### src/rtl/ccu_mem_wb_tracker.sv
// rtl/ccu_mem_wb_tracker.sv - write-back hazard tracker gating AW/AR traffic into the CCU memory controller
module ccu_mem_wb_tracker #(
  parameter int AddrWidth  = 64,
  parameter int IdWidth    = 4,
  parameter int LineOffset = 6,
  parameter int NumEntries = 4,
  parameter int CntWidth   = 16
) (
  input  logic                               clk_i,
  input  logic                               rst_i,
  input  logic                               aw_valid_i,
  output logic                               aw_ready_o,
  input  logic [AddrWidth-1:0]               aw_addr_i,
  input  logic [IdWidth-1:0]                 aw_id_i,
  input  logic                               aw_wb_i,
  output logic                               aw_valid_o,
  input  logic                               aw_ready_i,
  input  logic                               ar_valid_i,
  output logic                               ar_ready_o,
  input  logic [AddrWidth-1:0]               ar_addr_i,
  output logic                               ar_valid_o,
  input  logic                               ar_ready_i,
  input  logic                               b_valid_i,
  input  logic                               b_ready_i,
  input  logic [IdWidth-1:0]                 b_id_i,
  input  logic                               b_wb_i,
  output logic [$clog2(NumEntries+1)-1:0]    pending_o,
  output logic [CntWidth-1:0]                ar_stall_cnt_o
);

  localparam int LineWidth = AddrWidth - LineOffset;
  localparam int PendWidth = $clog2(NumEntries + 1);
  localparam int IdxWidth  = (NumEntries > 1) ? $clog2(NumEntries) : 1;

  logic [NumEntries-1:0] valid_q, valid_d;
  logic [LineWidth-1:0]  line_q [NumEntries];
  logic [LineWidth-1:0]  line_d [NumEntries];
  logic [IdWidth-1:0]    id_q   [NumEntries];
  logic [IdWidth-1:0]    id_d   [NumEntries];
  logic                  aw_lock_q, aw_lock_d;
  logic                  ar_lock_q, ar_lock_d;
  logic [CntWidth-1:0]   stall_cnt_q, stall_cnt_d;

  logic [LineWidth-1:0]  aw_line, ar_line;
  logic                  full, aw_id_hit, ar_line_hit;
  logic [NumEntries-1:0] b_match;
  logic [IdxWidth-1:0]   alloc_idx;
  logic                  alloc_found;
  logic                  aw_block, aw_fire, alloc;
  logic                  ar_hazard, ar_block, ar_fire;
  logic                  b_free;
  logic [PendWidth-1:0]  pend_cnt;
  logic                  unused_addr_bits;

  assign aw_line = aw_addr_i[AddrWidth-1:LineOffset];
  assign ar_line = ar_addr_i[AddrWidth-1:LineOffset];
  assign unused_addr_bits = ^{aw_addr_i[LineOffset-1:0], ar_addr_i[LineOffset-1:0]};

  always_comb begin
    full        = &valid_q;
    aw_id_hit   = 1'b0;
    ar_line_hit = 1'b0;
    b_match     = '0;
    alloc_idx   = '0;
    alloc_found = 1'b0;
    pend_cnt    = '0;
    for (int i = 0; i < NumEntries; i++) begin
      aw_id_hit   = aw_id_hit   | (valid_q[i] && (id_q[i] == aw_id_i));
      ar_line_hit = ar_line_hit | (valid_q[i] && (line_q[i] == ar_line));
      b_match[i]  = valid_q[i] && (id_q[i] == b_id_i);
      pend_cnt    = pend_cnt + PendWidth'(valid_q[i]);
      if (!valid_q[i] && !alloc_found) begin
        alloc_idx   = IdxWidth'(i);
        alloc_found = 1'b1;
      end
    end
  end

  // Once an AW has been offered downstream it stays offered, whatever the table does meanwhile.
  assign aw_block   = aw_wb_i & ~aw_lock_q & (full | aw_id_hit);
  assign aw_valid_o = aw_valid_i & ~aw_block;
  assign aw_ready_o = aw_ready_i & ~aw_block;
  assign aw_fire    = aw_valid_o & aw_ready_i;
  assign alloc      = aw_fire & aw_wb_i;

  // The same-cycle WB compare closes the window before the new entry becomes visible.
  assign ar_hazard  = ar_valid_i & (ar_line_hit | (alloc & (aw_line == ar_line)));
  assign ar_block   = ar_hazard & ~ar_lock_q;
  assign ar_valid_o = ar_valid_i & ~ar_block;
  assign ar_ready_o = ar_ready_i & ~ar_block;
  assign ar_fire    = ar_valid_o & ar_ready_i;

  assign b_free = b_valid_i & b_ready_i & b_wb_i;

  always_comb begin
    valid_d = valid_q;
    line_d  = line_q;
    id_d    = id_q;
    if (b_free) begin
      valid_d = valid_d & ~b_match;
    end
    if (alloc) begin
      valid_d[alloc_idx] = 1'b1;
      line_d[alloc_idx]  = aw_line;
      id_d[alloc_idx]    = aw_id_i;
    end
  end

  always_comb begin
    aw_lock_d = aw_lock_q;
    if (aw_fire) begin
      aw_lock_d = 1'b0;
    end else if (aw_valid_o) begin
      aw_lock_d = 1'b1;
    end
    ar_lock_d = ar_lock_q;
    if (ar_fire) begin
      ar_lock_d = 1'b0;
    end else if (ar_valid_o) begin
      ar_lock_d = 1'b1;
    end
    stall_cnt_d = stall_cnt_q;
    if (ar_block && (stall_cnt_q != {CntWidth{1'b1}})) begin
      stall_cnt_d = stall_cnt_q + CntWidth'(1);
    end
  end

  always_ff @(posedge clk_i) begin
    if (rst_i) begin
      valid_q     <= '0;
      aw_lock_q   <= 1'b0;
      ar_lock_q   <= 1'b0;
      stall_cnt_q <= '0;
    end else begin
      valid_q     <= valid_d;
      aw_lock_q   <= aw_lock_d;
      ar_lock_q   <= ar_lock_d;
      stall_cnt_q <= stall_cnt_d;
    end
  end

  // Payload is qualified by valid_q, so it carries no reset.
  always_ff @(posedge clk_i) begin
    line_q <= line_d;
    id_q   <= id_d;
  end

  assign pending_o      = pend_cnt;
  assign ar_stall_cnt_o = stall_cnt_q;

  logic dup_id;
  always_comb begin
    dup_id = 1'b0;
    for (int i = 0; i < NumEntries; i++) begin
      for (int j = i + 1; j < NumEntries; j++) begin
        if (valid_q[i] && valid_q[j] && (id_q[i] == id_q[j])) begin
          dup_id = 1'b1;
        end
      end
    end
  end

  a_no_alloc_full: assert property (@(posedge clk_i) disable iff (rst_i) !(alloc && full));
  a_unique_ids:    assert property (@(posedge clk_i) disable iff (rst_i) !dup_id);
  a_b_matches:     assert property (@(posedge clk_i) disable iff (rst_i) !(b_free && (b_match == '0)));

endmodule

### config.mk
export PLATFORM = sky130hd
export DESIGN_NAME = ccu_mem_wb_tracker
export DESIGN_NICKNAME = d
export VERILOG_FILES = /design/src/rtl/ccu_mem_wb_tracker.sv
export SDC_FILE = /design/constraint.sdc
export NUM_CORES = 1
export LEC_CHECK = 0
export CORE_MARGIN = 2
export CORE_UTILIZATION = 35
export CTS_CLUSTER_DIAMETER = 150
export DETAILED_ROUTE_END_ITERATION = 6
export MAX_ROUTING_LAYER = met4
export PLACE_DENSITY = 0.67
export SETUP_SLACK_MARGIN = 0.02
export SYNTH_ARGS = -nofsm -noshare
export SYNTH_HDL_FRONTEND = slang
export SYNTH_SLANG_ARGS = --single-unit
### constraint.sdc
create_clock -name clk_i -period 20.8 [get_ports clk_i]
set_input_delay 4.16 -clock clk_i [delete_from_list [all_inputs] [get_ports clk_i]]
set_output_delay 4.16 -clock clk_i [all_outputs]
set_load 0.005 [all_outputs]
==> flow_summary.json, run 1 <==
{
  "run_status": "finished, final reports clean",
  "drc_errors": 0,
  "die_area_um2": 38000,
  "syn2layout_area_growth_pct": 24.1,
  "drv_cap": 0,
  "drt_iter0_drc": 622,
  "r2r_start": "valid_q[0]",
  "ys_seq_elements": 270,
  "hold_depth": 2,
  "ys.flop_type": "edfxtp_1",
  "ant_nets": 0,
  "hp-class": "register to register",
  "wl_per_cell_um": 24.0,
  "layout_min_cycle_time_ps": 12160,
  "post_cts_buffers": 0,
  "hold_viol": 0,
  "synth_edf_count": 248,
  "row_count": 69,
  "track_usage": 0.203,
  "antenna-diode-count": 0,
  "fin_crit_sh": 0.585,
  "ctsLongestPathBuffers": 3,
  "nets": 1248,
  "critPathLaunchType": "input port",
  "cts_tree": "built",
  "first_pass_iters": 5,
  "die_y_um": 195,
  "r2r_cells": 9,
  "syn_inst": 954,
  "finalSetupTns_ps": 0,
  "synth_fp_nets": 1107,
  "r2r_slack_ps": 17130,
  "powerDensity_nw_per_um2": 81.3,
  "fin_cells": 1579,
  "ctsRootBufferMaster": "clkbuf_16",
  "fp.coreArea_um2": 35700,
  "grt_start_max_net_pins": 63,
  "syn_avg_cell_area_um2": 13.4,
  "hp-start": "ar_stall_cnt_o[14]",
  "vias_per_cell": 5.26,
  "hpwl_um": 28200,
  "port_buffers": 156,
  "critPathKind": "input port to output port",
  "whs_endpoint": "ar_stall_cnt_o[14]",
  "slew_headroom": 0.104,
  "cp.arrival_ps": 8000,
  "p_leak_nw": 5.07,
  "routed_wl_um": 37800,
  "skew_ps": 23.9,
  "rsz0062_at_grt": "no",
  "antenna_found_initial": 0,
  "worst_pin_slew_ps": 1310,
  "cts_resized": 0,
  "seq_area_frac_synth": 0.618,
  "cts_hold_buffers": 0,
  "ys_types": 49,
  "cts_max_level": 1,
  "netlist_area_um2": 12800,
  "cp_max_fo": 26,
  "grt_overflow_total": 0,
  "path_clk_slew_ps": 60,
  "initial_utilization": 0.357,
  "async_reset_ff_frac": 0,
  "numCtsBuffers": 29,
  "io_pins": 169,
  "ys.warnings.count": 0,
  "grt_pass1_wl_um": 54800,
  "gp_congestion": 0.985,
  "cp.required_ps": 16640,
  "die_w_um": 195,
  "grt_pass1_vias": 8261,
  "num_vias": 8302,
  "dp.cells": 1525,
  "drv_slew": 0,
  "clock.fmax_mhz": 82.3,
  "setup_violations": 0,
  "drive_gt1_frac": 0.0617,
  "end_kind": "output port",
  "clock_sinks": 270,
  "n_fill_cell": 3231,
  "rr_endpoint": "line_q[156]",
  "worstSkewPairLatency_ps": 570,
  "vdd_drop_max_v": 0.0000589
}
how the worst max path moves through the flow:
stage	slack, ps	endpoint	cells after the start	startpoint
final	8640	ar_ready_o	11	ar_addr_i[24]
after detailed placement	8770	ar_ready_o	11	ar_addr_i[24]
after CTS	8770	ar_ready_o	11	ar_addr_i[24]
after global routing	8670	ar_ready_o	11	ar_addr_i[24]
after global placement	8830	ar_ready_o	11	ar_addr_i[24]
after floorplan	10730	id_q[4]	6	aw_id_i[2]
cell usage in the layout, fill, tap and decap left out, types with 4 or more instances in the layout:
cell               n
a2111o_1           6
a21oi_1           11
a221o_1            5
a22o_1             6
and2_1             4
and3_1             4
buf_4              6
bufinv_16          8
clkbuf_16         29
clkdlybuf4s50_1  156
clkinv_2           6
clkinvlp_4         5
dfxtp_1           22
edfxtp_1         248
ha_1               6
inv_1             40
mux2_1             4
nand2_1           10
nand2b_1          43
nand3_1           16
nand4_1           48
nor2_1            16
nor2b_1           35
nor3_1            15
nor4_1            33
o2111ai_1         13
o21ai_0            8
o221ai_1           4
o22ai_1           10
o31ai_1            7
or4_1              8
xnor2_1          158
xor2_1            91
per-layer routing:
metal	wire length [um]	GRT usage
met1	16300	0.274
met5	0	-
met4	921	0.0458
met2	18200	0.330
met3	2520	0.0236
through the flow:
step           instance area [um2]  hold WS (ps)  setup slack (ps)   util  total power, mW
6_report                     15800           505              8640  0.443             1.29
2_1_floorplan                12800           476             10730      -            0.662
3_5_place_dp                 14800           487              8770  0.413            0.722
5_1_grt                      15800           532              8670  0.443             1.32
3_3_place_gp                 14800           479              8830  0.413            0.721
4_1_cts                      15800           500              8770  0.443             1.30
registers in the layout (all words and copies together) (netlist names):
name            count
ar_stall_cnt_o     16
line_q            232
aw_lock_q           1
valid_q             4
id_q               16
ar_lock_q           1
critical path, stage by stage:
cell	delay, ps
clkdlybuf4s50_1	590
nor2b_1	220
a2111oi_0	1100
nand4_1	190
or4_1	480
o22ai_2	220
a211oi_4	50
buf_4	280
nor2b_1	190
nor2b_1	60
clkdlybuf4s50_1	440
report_power, final:
part	internal (mW)	total [mW]	switching [mW]
registers	0.598	0.600	0.00237
logic	0.0482	0.111	0.0628
clock network	0.356	0.576	0.220
cells in the mapped netlist, types with 16 or more instances:
library cell	n	share of area
nor2_1	19	0.0056
dfxtp_1	22	0.035
edfxtp_1	248	0.58
nand3_1	16	0.0063
inv_1	40	0.012
nor4_1	33	0.016
nand2b_1	43	0.021
xnor2_1	158	0.11
nor2b_1	35	0.017
xor2_1	91	0.062
nand4_1	48	0.024
clkbuf_1	41	0.012
cell type report:
type / count / area [um2] / area share
clock buffer: 31 / 733 / 0.0463
clock inverter: 23 / 339 / 0.0214
inverter: 41 / 154 / 0.00972
multi-input combinational: 591 / 4540 / 0.286
sequential: 270 / 7890 / 0.498
tap: 461 / 577 / 0.0364
timing repair buffer: 162 / 1610 / 0.101
cell families (layout without fill, tap and decap cells):
group,after synthesis,count (layout),share of synthesized area
compound gates,86,86,0.0522
xor+xnor,249,249,0.171
fa+ha+maj,7,7,0.00745
buf+inv,93,257,0.0291
flops,270,270,0.618
mux,8,8,0.00696
simple gates,241,241,0.115
Note: power is estimated with default switching activity, not from simulation.
==> inputs of run 2 (changes only) <==
--- a/config.mk
+++ b/config.mk
@@ -10,7 +10,7 @@
 export CTS_CLUSTER_DIAMETER = 150
 export DETAILED_ROUTE_END_ITERATION = 6
 export MAX_ROUTING_LAYER = met4
-export PLACE_DENSITY = 0.67
+export PLACE_DENSITY = 0.69
 export SETUP_SLACK_MARGIN = 0.02
 export SYNTH_ARGS = -nofsm -noshare
 export SYNTH_HDL_FRONTEND = slang
==> constraint.sdc (replaced) <==
create_clock -name clk_i -period 10.25 [get_ports clk_i]
set_input_delay 2.05 -clock clk_i [delete_from_list [all_inputs] [get_ports clk_i]]
set_output_delay 2.05 -clock clk_i [all_outputs]
set_load 0.005 [all_outputs]
==> run 2 against run 1 <==
  * Sequential share of layout area is 0.21 points higher
  * Clock skew is 4.2 ps lower
  * Cell area is 0.42% lower
  * Core utilization is 0.19 points lower
  * Worst hold slack worse by 0.78 ps
  * Clock power is 93% higher
  * Via count hardly changed
  * Die area stayed put
  * Final cell count stayed put
  * Worst setup slack worse by 6200 ps
  * Sequential power is 100% higher
  * First-iteration DRC count is 20% higher
  * Largest cell class unchanged
==> flow_summary.json, run 2 (synthesis gave the netlist of run 1 again) <==
{
  "total_power_mw": 2.56,
  "track_usage": 0.202,
  "seq_area_um2": 7890,
  "drt_iter0_drc": 744,
  "max_stage_delay_ps": 1060,
  "cts_hold_buffers": 0,
  "busiest_layer": "met2",
  "hp-start": "ar_stall_cnt_o[15]",
  "layout_min_cycle_time_ps": 7820,
  "fin_ws_ps": 2430,
  "grt_start_max_net_pins": 63,
  "hold_viol": 0,
  "cp.arrival_ps": 5770,
  "largest_register": "line_q",
  "whs_endpoint": "ar_stall_cnt_o[15]",
  "cp_max_fo": 26,
  "use_met2": 0.326,
  "syn2layout_area_growth_pct": 23.6,
  "io_pins": 169,
  "fin_crit_sh": 0.763,
  "dp_slack_ps": 2590,
  "hold_depth": 2,
  "clock.fmax_mhz": 128,
  "cp_slowest_cell": "a2111oi_0",
  "wl_per_cell_um": 24.0,
  "cp.required_ps": 8200,
  "vdd_drop_max_v": 0.000140,
  "run_status": "finished, final reports clean",
  "cts_resized": 0,
  "setup_violations": 0,
  "cts_tree": "built",
  "worstSkewPairLatency_ps": 570,
  "drv_slew": 0,
  "n_fill_cell": 3281,
  "antenna_found_initial": 1,
  "grt_pass1_vias": 8092,
  "drive_gt1_frac": 0.0564,
  "port_buffers": 156,
  "use_met1": 0.259,
  "grt_pass1_wl_um": 54100,
  "r2r_slack_ps": 6370,
  "fp.coreArea_um2": 35700,
  "first_pass_iters": 5,
  "critPathKind": "input port to output port",
  "postLayoutCellArea_um2": 15800,
  "die_w_um": 195,
  "gp_congestion": 0.934,
  "ctsLongestPathBuffers": 3,
  "layout_commonest_cell": "edfxtp_1",
  "r2r_start": "valid_q[0]",
  "skew_ps": 19.8,
  "rsz0062_at_grt": "no",
  "rr_endpoint": "line_q[159]",
  "vias_per_cell": 5.25,
  "mostFrequentLayoutCells": "edfxtp_1 (248), xnor2_1 (158), clkdlybuf4s50_1 (156)",
  "slew_headroom": 0.139,
  "ctsRootBufferMaster": "clkbuf_16",
  "row_count": 69,
  "critPathLaunchType": "input port",
  "drc_errors": 0,
  "crit_start": "ar_addr_i[24]",
  "multi_input_area_um2": 4540,
  "path_clk_slew_ps": 60,
  "routed_wl_um": 37900,
  "critical_path.top_delay_family": "compound AO/OA/AOI/OAI gates",
  "met3_usage": 0.0401,
  "largest_reg_flops": 232,
  "cts_max_level": 1,
  "end_kind": "output port",
  "finalSetupTns_ps": 0,
  "r2r_cells": 9,
  "dp.cells": 1525,
  "path_cells": "clkdlybuf4s50_1 > nor2b_1 > a2111oi_0 > nand4_1 > or4_1 > o22ai_2 > a211oi_4 > buf_4 > nor2b_1 > nor2b_1 > clkdlybuf4s50_1",
  "drv_cap": 0,
  "fin_hold_ws_ps": 504,
  "powerDensity_nw_per_um2": 162,
  "path_buf_inv": 3,
  "worst_pin_slew_ps": 1260,
  "num_vias": 8294,
  "hpwl_um": 28400,
  "final_util": 0.441,
  "ant_nets": 0,
  "nets": 1248,
  "dpl_cell_area_um2": 14800,
  "fin_cells": 1579,
  "hp-class": "register to register",
  "post_cts_buffers": 0,
  "die_area_um2": 38000,
  "clock_sinks": 270,
  "p_leak_nw": 5.04,
  "grt_overflow_total": 0,
  "initial_utilization": 0.357,
  "die_y_um": 195,
  "cpMostUsedCell": "nor2b_1",
  "numCtsBuffers": 29
}
run 2: cell types whose count changed in the layout (fill, tap and decap cells not counted):
cell / delta
clkbuf_1: +3
clkinvlp_4: -3
bufinv_16: -2
clkinv_1: +2
clkinv_2: -1
diode_2: +1
run 2: area by class of cell:
type | instances | area share
clock inverters | 19 | 0.0164
clock buffers | 34 | 0.0472
well taps | 461 | 0.0366
flip-flops and latches | 270 | 0.500
repair buffers | 162 | 0.102
diodes | 1 | 0.000159
multi-input cells | 591 | 0.288
inverters | 41 | 0.00976
run 2: per-layer routing:
metal	routed length, um	vias up	share of wire
li1	-	3761	-
met3	2820	65	0.074
met1	15900	4116	0.42
met4	1120	0	0.029
met2	18100	352	0.48
met5	0	-	0
run 2: worst reg2reg max path: stages, from the launching register on:
cell and delay (ps):
dfxtp_1 400, ha_1 240, nand2_1 70, o41ai_1 80
nand2_1 90, a31oi_1 100, nor3_1 770, o21ai_0 540
nor2_4 460, buf_4 720
run 2: how the worst max path moves through the flow:
stage / slack, ps / endpoint / cells past startpoint
after floorplan: 2290 / id_q[4] / 6
after CTS: 2570 / ar_ready_o / 11
after global routing: 2460 / ar_ready_o / 11
after global placement: 2590 / ar_ready_o / 11
final: 2430 / ar_ready_o / 11
after detailed placement: 2590 / ar_ready_o / 11
run 2: report_power, final:
group	switching [mW]	internal, mW
Sequential	0.00475	1.21
Combinational	0.127	0.0979
Clock	0.441	0.671
